[src/rtl/mic1_mem_pkg.sv]
// mic1_mem_pkg: shared types for the Mic-1 memory arbiter.
// FSM states, latched request set and big-endian byte select.
package mic1_mem_pkg;

    typedef enum logic [2:0] {
        S_IDLE,
        S_DATA,
        S_RD_WAIT,
        S_FETCH,
        S_FT_WAIT,
        S_DONE
    } state_e;

    typedef struct packed {
        logic        rd;
        logic        wr;
        logic        fetch;
        logic [31:0] daddr;
        logic [31:0] wdata;
        logic [31:0] faddr;
    } req_t;

    localparam int LAT_W = 3;

    function automatic logic [7:0] be_byte_sel(
        input logic [31:0] word,
        input logic [1:0]  sel
    );
        logic [7:0] b;
        unique case (sel)
            2'd0: b = word[31:24];
            2'd1: b = word[23:16];
            2'd2: b = word[15:8];
            2'd3: b = word[7:0];
            default: b = 8'h00;
        endcase
        return b;
    endfunction

endpackage

[src/rtl/mic1_fetch_buf.sv]
// mic1_fetch_buf: one-word instruction buffer (tag, data, valid).
// Filled on RAM fetches, patched by writes to the tagged word.
module mic1_fetch_buf #(
    parameter int AW = 16
) (
    input  logic          clk,
    input  logic          resetn,
    input  logic          fill_i,
    input  logic [AW-1:0] fill_addr_i,
    input  logic [31:0]   fill_data_i,
    input  logic          wr_i,
    input  logic [AW-1:0] wr_addr_i,
    input  logic [31:0]   wr_data_i,
    input  logic [AW-1:0] look_addr_i,
    output logic          hit_o,
    output logic [31:0]   data_o
);

    logic          valid_q;
    logic [AW-1:0] tag_q;
    logic [31:0]   data_q;

    // Buffer registers: fill on fetch, keep coherent with data writes.
    always_ff @(posedge clk) begin
        if (!resetn) begin
            valid_q <= 1'b0;
            tag_q   <= '0;
            data_q  <= '0;
        end else if (fill_i) begin
            valid_q <= 1'b1;
            tag_q   <= fill_addr_i;
            data_q  <= fill_data_i;
        end else if (wr_i && valid_q && (wr_addr_i == tag_q)) begin
            data_q  <= wr_data_i;
        end
    end

    assign hit_o  = valid_q && (look_addr_i == tag_q);
    assign data_o = data_q;

endmodule

[src/rtl/mic1_mem_arbiter.sv]
// mic1_mem_arbiter: serializes Mic-1 data and fetch ports onto one RAM.
// Optional instruction buffer enabled by MIC1_FETCH_BUF_EN.
module mic1_mem_arbiter
    import mic1_mem_pkg::*;
#(
    parameter int ADDR_W  = 16,
    parameter int RAM_LAT = 1
) (
    input  logic              clk,
    input  logic              resetn,
    input  logic              req_rd,
    input  logic              req_wr,
    input  logic              req_fetch,
    input  logic [31:0]       data_addr,
    input  logic [31:0]       data_wdata,
    input  logic [31:0]       fetch_addr,
    output logic [31:0]       rdata,
    output logic              rd_valid,
    output logic [7:0]        instr,
    output logic              fetch_valid,
    output logic              busy,
    output logic              ram_en,
    output logic              ram_we,
    output logic [ADDR_W-1:0] ram_addr,
    output logic [31:0]       ram_wdata,
    input  logic [31:0]       ram_rdata
);

    localparam logic [LAT_W-1:0] LAT_LAST = LAT_W'(RAM_LAT - 1);

    state_e           state_q, state_d;
    req_t             req_q, req_d;
    logic [LAT_W-1:0] cnt_q, cnt_d;
    logic [31:0]      rword_q, rword_d;
    logic [31:0]      rdata_q, rdata_d;
    logic [7:0]       instr_q, instr_d;

    logic             accept;
    logic             fb_hit;
    logic [31:0]      fb_data;
    logic             fb_fill;
    logic             fb_wr;
    logic [ADDR_W-1:0] fwaddr;

    assign fwaddr = req_q.faddr[ADDR_W+1:2];

`ifdef MIC1_FETCH_BUF_EN
    mic1_fetch_buf #(
        .AW(ADDR_W)
    ) u_fbuf (
        .clk         (clk),
        .resetn      (resetn),
        .fill_i      (fb_fill),
        .fill_addr_i (fwaddr),
        .fill_data_i (ram_rdata),
        .wr_i        (fb_wr),
        .wr_addr_i   (req_q.daddr[ADDR_W-1:0]),
        .wr_data_i   (req_q.wdata),
        .look_addr_i (fwaddr),
        .hit_o       (fb_hit),
        .data_o      (fb_data)
    );
`else
    logic unused_fb;
    assign fb_hit    = 1'b0;
    assign fb_data   = '0;
    assign unused_fb = fb_fill ^ fb_wr;
`endif

    logic unused_addr;
    assign unused_addr = ^{req_q.daddr, req_q.faddr};

    // Core is stalled except when idle or while the valids pulse.
    assign busy = (state_q != S_IDLE) &&
                  !((state_q == S_DONE) && (req_q.rd || req_q.fetch));

    assign accept = !busy && (req_rd || req_wr || req_fetch);

    assign rd_valid    = (state_q == S_DONE) && req_q.rd;
    assign fetch_valid = (state_q == S_DONE) && req_q.fetch;
    assign rdata       = rdata_q;
    assign instr       = instr_q;

    // Next-state, RAM strobes and result staging.
    always_comb begin
        state_d   = state_q;
        req_d     = req_q;
        cnt_d     = cnt_q;
        rword_d   = rword_q;
        rdata_d   = rdata_q;
        instr_d   = instr_q;
        ram_en    = 1'b0;
        ram_we    = 1'b0;
        ram_addr  = '0;
        ram_wdata = '0;
        fb_fill   = 1'b0;
        fb_wr     = 1'b0;

        unique case (state_q)
            S_IDLE, S_DONE: begin
                if (accept) begin
                    req_d.rd    = req_rd && !req_wr;
                    req_d.wr    = req_wr;
                    req_d.fetch = req_fetch;
                    req_d.daddr = data_addr;
                    req_d.wdata = data_wdata;
                    req_d.faddr = fetch_addr;
                    state_d = (req_rd || req_wr) ? S_DATA : S_FETCH;
                end else begin
                    req_d   = '0;
                    state_d = S_IDLE;
                end
            end
            S_DATA: begin
                ram_en   = 1'b1;
                ram_we   = req_q.wr;
                ram_addr = req_q.daddr[ADDR_W-1:0];
                if (req_q.wr) begin
                    ram_wdata = req_q.wdata;
                end
                fb_wr = req_q.wr;
                cnt_d = '0;
                if (req_q.wr) begin
                    state_d = req_q.fetch ? S_FETCH : S_DONE;
                end else begin
                    state_d = S_RD_WAIT;
                end
            end
            S_RD_WAIT: begin
                cnt_d = cnt_q + 1'b1;
                if (cnt_q == LAT_LAST) begin
                    rword_d = ram_rdata;
                    cnt_d   = '0;
                    state_d = req_q.fetch ? S_FETCH : S_DONE;
                end
            end
            S_FETCH: begin
                if (fb_hit) begin
                    instr_d = be_byte_sel(fb_data, req_q.faddr[1:0]);
                    state_d = S_DONE;
                end else begin
                    ram_en   = 1'b1;
                    ram_addr = fwaddr;
                    cnt_d    = '0;
                    state_d  = S_FT_WAIT;
                end
            end
            S_FT_WAIT: begin
                cnt_d = cnt_q + 1'b1;
                if (cnt_q == LAT_LAST) begin
                    instr_d = be_byte_sel(ram_rdata, req_q.faddr[1:0]);
                    fb_fill = 1'b1;
                    cnt_d   = '0;
                    state_d = S_DONE;
                end
            end
            default: begin
                state_d = S_IDLE;
                req_d   = '0;
            end
        endcase

        if ((state_d == S_DONE) && (state_q != S_DONE) && req_q.rd) begin
            rdata_d = rword_d;
        end
    end

    // State and datapath registers with synchronous active-low reset.
    always_ff @(posedge clk) begin
        if (!resetn) begin
            state_q <= S_IDLE;
            req_q   <= '0;
            cnt_q   <= '0;
            rword_q <= '0;
            rdata_q <= '0;
            instr_q <= '0;
        end else begin
            state_q <= state_d;
            req_q   <= req_d;
            cnt_q   <= cnt_d;
            rword_q <= rword_d;
            rdata_q <= rdata_d;
            instr_q <= instr_d;
        end
    end

endmodule

[config.mk]
export PLATFORM = sky130hd
export DESIGN_NAME = mic1_mem_arbiter
export DESIGN_NICKNAME = d
export VERILOG_FILES = /design/src/rtl/mic1_mem_pkg.sv /design/src/rtl/mic1_fetch_buf.sv /design/src/rtl/mic1_mem_arbiter.sv
export SDC_FILE = /design/constraint.sdc
export NUM_CORES = 1
export LEC_CHECK = 0
export CAP_MARGIN = 10
export CORE_MARGIN = 5
export CORE_UTILIZATION = 40
export CTS_BUF_LIST = sky130_fd_sc_hd__clkbuf_4 sky130_fd_sc_hd__clkbuf_8
export DETAILED_ROUTE_END_ITERATION = 16
export GPL_TIMING_DRIVEN = 1
export PLACE_DENSITY_LB_ADDON = 0.25
export SLEW_MARGIN = 30
export SYNTH_ARGS = -nofsm -noshare
export SYNTH_HDL_FRONTEND = slang
export SYNTH_SLANG_ARGS = --single-unit
[constraint.sdc]
create_clock -name clk -period 1.7 [get_ports clk]
set_input_delay 0.255 -clock clk [delete_from_list [all_inputs] [get_ports clk]]
set_output_delay 0.255 -clock clk [all_outputs]
set_load 0.1 [all_outputs]
Word level (Yosys, flattened, before mapping)
Index checks and enable logic that the tools add are counted.
{ "totals": {"out_inout_bits": 93, "input_bits": 133, "word_cells": 65, "reg_bits": 147} }
{ "op_classes": {"n_eq_ne": 10, "n_reduce_logical": 24, "n_addsub": 1, "n_mux": 19} }
{ "ops": {"columns": ["operator", "count"], "rows": [
  ["99-bit one-hot mux with 2 select lines", 1],
  ["32-bit two-way mux", 4],
  ["99-bit two-way mux", 1],
  ["16-bit one-hot mux with 2 select lines", 1],
  ["8-bit one-hot mux with 4 select lines", 1],
  ["3-bit two-way mux", 5],
  ["3-bit one-hot mux with 5 select lines", 1],
  ["3-bit == test, second input constant", 3],
  ["1-bit logical AND", 8],
  ["3-bit by 2-bit == test with 1-bit output, second input constant", 2],
  ["3-bit logical NOT", 2],
  ["3-bit one-hot mux with 2 select lines", 1],
  ["2-bit OR reduction", 3],
  ["2-bit == test, second input constant", 2],
  ["2-bit two-way mux", 2],
  ["4-bit OR reduction", 1],
  ["3-bit by 1-bit adder with 3-bit output, second input constant", 1],
  ["3-bit by 1-bit == test with 1-bit output, second input constant", 1],
  ["1-bit logical NOT", 3],
  ["1-bit logical OR", 3],
  ["3-bit inequality test, second input constant", 1],
  ["3-bit nonzero test", 1],
  ["2-bit by 1-bit == test with 1-bit output, second input constant", 1],
  ["2-bit logical NOT", 1],
  ["3 further kinds", 4]
]} }

Logic depth before layout (Yosys ltp)
Gate-level depths: netlist of run 1.
{ "depth": {"ltp_word": 11, "mapped_depth": 9, "depth_no_buf": 7} }

Least setup slack after synthesis of run 1
Ideal clock, no wire load.
{ "synth_path": {"path_type": "register -> output", "from": "register state_q[1]", "to": "output ram_wdata[22]", "t_required_ns": 1.445, "setup_slack_ns": -1.326, "path_stages_with_launch": 5, "arrival_time_ns": 2.771, "path_buffers": 2, "cell_sequence": "dfxtp_1 -> buf_2 -> nor4bb_2 -> clkbuf_1 -> and2_1"} }
{ "synth_between": {"elab_chain_cells": 2} }
{ "synth_lines": {"columns": ["item", "line", "rtl"], "rows": [
  ["start, declared", "mic1_mem_arbiter.sv:31", "state_e state_q, state_d;"],
  ["start signal, assigned", "mic1_mem_arbiter.sv:178", "state_q <= state_d;"],
  ["3-bit by 1-bit == test with 1-bit output", "mic1_mem_arbiter.sv:99", "unique case (state_q)"],
  ["32-bit two-way mux", "mic1_mem_arbiter.sv:99", null],
  ["end, declared", "mic1_mem_arbiter.sv:25", "output logic [31:0] ram_wdata,"]
]} }
No other way between the ends.

Worst setup path in the final report of run 1
{ "layout_path": {"from": "register state_q[2]", "to": "output ram_wdata[5]"} }
Same word-level chain as after synthesis.

==> metrics.md, run 1 <==
| Metric | Value |
|---|---|
| Outcome | `complete, but fails checks` |
| Violated checks | `negative setup slack` |
| Final net count | `1011` |
| R2r setup slk | `-0.24 ns` |
| WP depth | `5` |
| Worst hold stages | `3` |
| Die Width | `133 um` |
| Synth warn | `0` |
| Family with the most delay on the worst path | `buffers and inverters` |
| CP peak stage delay | `0.37 ns` |
| Sequential cell area fraction in the yosys report | `48.7%` |
| Reg2reg end | `rdata[0]` |
| Nature of the critical path startpoint | `flop` |
| First-pass GRT wire length | `34800 um` |
| Row cnt | `45` |
| Die ar. | `17700 um^2` |
| Share of the synthesized area in the top cell type | `48.7%` |
| Drc violations | `0` |
| Top FF cell, synth | `dfxtp_1` |
| Post-synth EDFFs | `0` |
| Synth Register Bits | `147` |
| Slew headroom | `75.3%` |
| CTS Sinks | `147` |
| Buffers added on ports | `195` |
| Top-count cell post-synth | `dfxtp_1` |
| Largest family of logic cells by synthesized area | `compound AO/OA/AOI/OAI gates` |
| Fin util | `79.6%` |
| Unique cell type count in the Yosys netlist | `38` |
| Vias per cell | `5.51` |
| Syn avg cell area | `9.82 um^2` |
| WP data required | `1.44 ns` |
| Compound-Gate Fraction of Synth Area | `19.4%` |
| Leak | `4.41 nW` |
| Largest net degree at the start of global routing | `32` |
| Synth Area in Adders | `0.414%` |
| CP Cell Sequence | `nor4bb_4 -> buf_6 -> buf_8 -> and2_4 -> buf_12` |
| VDD IR max | `864 uV` |
| Top cells by count, synth | `147 x dfxtp_1, 133 x nor2_1, 68 x a22oi_1, 56 x mux2i_1, 37 x a21oi_1` |
| Final setup viols | `187` |
| Post-Syn Nets | `751` |
| Setup ws final | `-0.424 ns` |
| Post-synthesis xor/xnor area fraction | `0.435%` |
| Crit path kind | `reg2out` |
| Post-synth ARST share | `0%` |
| Post-synth top area cell | `dfxtp_1` |
| Initial Util | `40.2%` |
| Reg-to-Reg Start | `state_q[2]` |
| Final hold viol count | `0` |
| Post-route ant nets | `0` |
| Max-slew violations | `0` |
| H-tree depth | `4` |
| DIE HEIGHT | `133 um` |
| Power Density | `1680 nW/um^2` |
| Wirelength, routed | `24100 um` |
| RSZ-0062 raised after global routing | `yes` |
| Final clock period utilization by the worst path | `125%` |
| ANT cells | `0` |
| HP Start | `data_wdata[20]` |
| MaxCap Viol Count | `0` |
| Hold crit path type | `in2reg` |
| Clock buffer depth | `2` |
| Fmax | `471 MHz` |
| Worst setup EP type | `output pin` |
| Clk Latency, worst-skew pair | `0.45 ns` |
| Slowest CP cell | `dfxtp_4` |
| Post-Syn Instances | `616` |
| Multiplexer share of the synthesized area | `12.2%` |
| DR WL/cell | `22.5 um` |
| # fillers | `851` |
| Post-route setup TNS | `-28.56 ns` |
| Reg clk slew, reported paths | `0.08 ns` |
| Worst-path maximum fanout | `11` |
| Skew final | `0.0126 ns` |
| DR iter-0 viols | `308` |
| CTS tree | `built` |
| Top Ports | `226` |
| Hold endpoint | `req_q[52]` |
| Cts bufs inserted | `17` |
| Core area | `15000 um^2` |
| Router iterations before antenna repair | `5` |
| CTS root buf | `clkbuf_8` |
| Vias | `5923` |
| Crit path DAT | `1.87 ns` |
| Share of cells above drive strength 1 | `51.0%` |
| GPL Wtd Cong | `0.819` |
| Tightest Pin Transition | `0.369 ns` |
| Gr ovfl total | `0` |
| Area grow syn2layout | `97.9%` |
| Top post-synthesis cells by area | `dfxtp_1 49%, mux2i_1 9.3%, a22oi_1 8.4%` |
| Clock period minus worst slack | `2.12 ns` |
| Synth Cell Area | `6050 um^2` |
| DPL Wire Length | `13300 um` |
| GRT Total Usage | `25.0%` |
| Antenna violations before repair | `0` |
| Vias in the first global route | `6330` |
| Reg2Reg Depth | `9` |
| Simple-gate share of the synthesized area | `14.0%` |
| CP Buf/Inv Count | `3` |
[flip-flops by register name, summed over array words and instances (netlist names)]
name	flops
instr	8
cnt_q	3
req_q	53
fwaddr	16
rword_q	32
rdata	32
state_q	3
[tightest hold or removal path, cell delays in order]
cell and delay, ns:
clkdlybuf4s50_1 0.45, a22oi_1 0.07, nor2_1 0.08
[routing by layer]
layer	GRT usage, %	vias to the layer above	wire length [um]
met3	8.59	49	1760
met2	44.9	242	13100
met4	8.55	0	745
met5	0	-	0
li1	-	2713	-
met1	27.4	2919	8580
[worst max-delay path by stage]
stage / startpoint / endpoint
floorplan: state_q[0] / rdata[12]
global placement: req_fetch / rdata[25]
detailed placement: req_fetch / rdata[27]
CTS: req_q[97] / ram_wdata[19]
global route: state_q[2] / ram_wdata[5]
finish: state_q[2] / ram_wdata[5]
[kinds of logic after synthesis]
logic type      after synthesis
compound gates              148
buf+inv                      63
fa+ha+maj                     2
xor+xnor                      3
mux                          64
flops                       147
simple gates                189
[per-stage QoR]
step           std cells  hold slack [ns]  worst slack (ns)  power (W)  instance area, um^2
2_1_floorplan        616            0.377           -0.0786    0.00978                 6310
3_3_place_gp         993            0.472            -0.289     0.0123                 9640
4_1_cts             1059            0.419            -0.358     0.0182                11400
5_1_grt             1075            0.427            -0.513     0.0209                12000
3_5_place_dp         993            0.484            -0.349     0.0125                 9640
6_report            1075            0.443            -0.424     0.0201                12000
[repair_timing]
item / in CTS / in global routing
pin swaps: 36 / 39
setup endpoints to repair: 186 / 198
buffers inserted: 21 / 15
gates cloned: 15 / 6
hold buffers: 0 / 0
resized for setup: 171 / 89
[cell usage in the layout (no fill, tap or decap), types with 2 or more instances in the layout]
cell / Yosys / layout
clkbuf_8: 0 / 21
inv_1: 6 / 2
a32oi_1: 2 / 2
a21oi_1: 37 / 9
mux4_2: 8 / 8
and3_4: 0 / 2
a22oi_1: 68 / 44
a21oi_2: 0 / 25
buf_8: 0 / 5
mux2i_4: 0 / 41
nand3_1: 2 / 2
nand2_1: 4 / 4
nor3_1: 2 / 2
a22oi_2: 0 / 24
mux2i_2: 0 / 6
a21oi_4: 0 / 3
buf_12: 0 / 113
buf_4: 1 / 40
nor2_4: 0 / 16
a211oi_2: 32 / 32
inv_2: 1 / 3
buf_16: 0 / 14
dfxtp_1: 147 / 140
dfxtp_2: 0 / 4
clkdlybuf4s50_1: 0 / 102
clkinvlp_4: 0 / 4
nand2b_4: 0 / 2
clkbuf_16: 0 / 4
buf_6: 4 / 19
nand2b_1: 5 / 3
dfxtp_4: 0 / 3
clkinv_2: 0 / 2
mux2i_1: 56 / 9
bufinv_16: 0 / 2
and2_4: 0 / 34
nor2_1: 133 / 109
nor2_2: 0 / 8
[power by group]
| group | switching, W | internal (W) | total [W] |
|---|---|---|---|
| clock | 0.00132 | 0.00146 | 0.00278 |
| combinational | 0.00642 | 0.00600 | 0.0124 |
| sequential | 0.000683 | 0.00421 | 0.00489 |
[cell type report]
| class | instances | area [um^2] | area share [%] |
|---|---|---|---|
| inverters | 7 | 32.5 | 0.272 |
| clock inverters | 8 | 101 | 0.847 |
| multi-input cells | 406 | 3980 | 33.3 |
| repair buffers | 297 | 4360 | 36.4 |
| flip-flops and latches | 147 | 2960 | 24.7 |
| clock buffers | 22 | 297 | 2.48 |
| well taps | 188 | 235 | 1.97 |
(Power assumes the default switching activity.)
==> run 2: changes to the inputs <==
--- a/config.mk
+++ b/config.mk
@@ -10,7 +10,6 @@
 export CORE_UTILIZATION = 40
 export CTS_BUF_LIST = sky130_fd_sc_hd__clkbuf_4 sky130_fd_sc_hd__clkbuf_8
 export DETAILED_ROUTE_END_ITERATION = 16
-export GPL_TIMING_DRIVEN = 1
 export PLACE_DENSITY_LB_ADDON = 0.25
 export SLEW_MARGIN = 30
 export SYNTH_ARGS = -nofsm -noshare
==> results of run 2 <==
Final layout, timing and power as in run 1 (identical DEF).
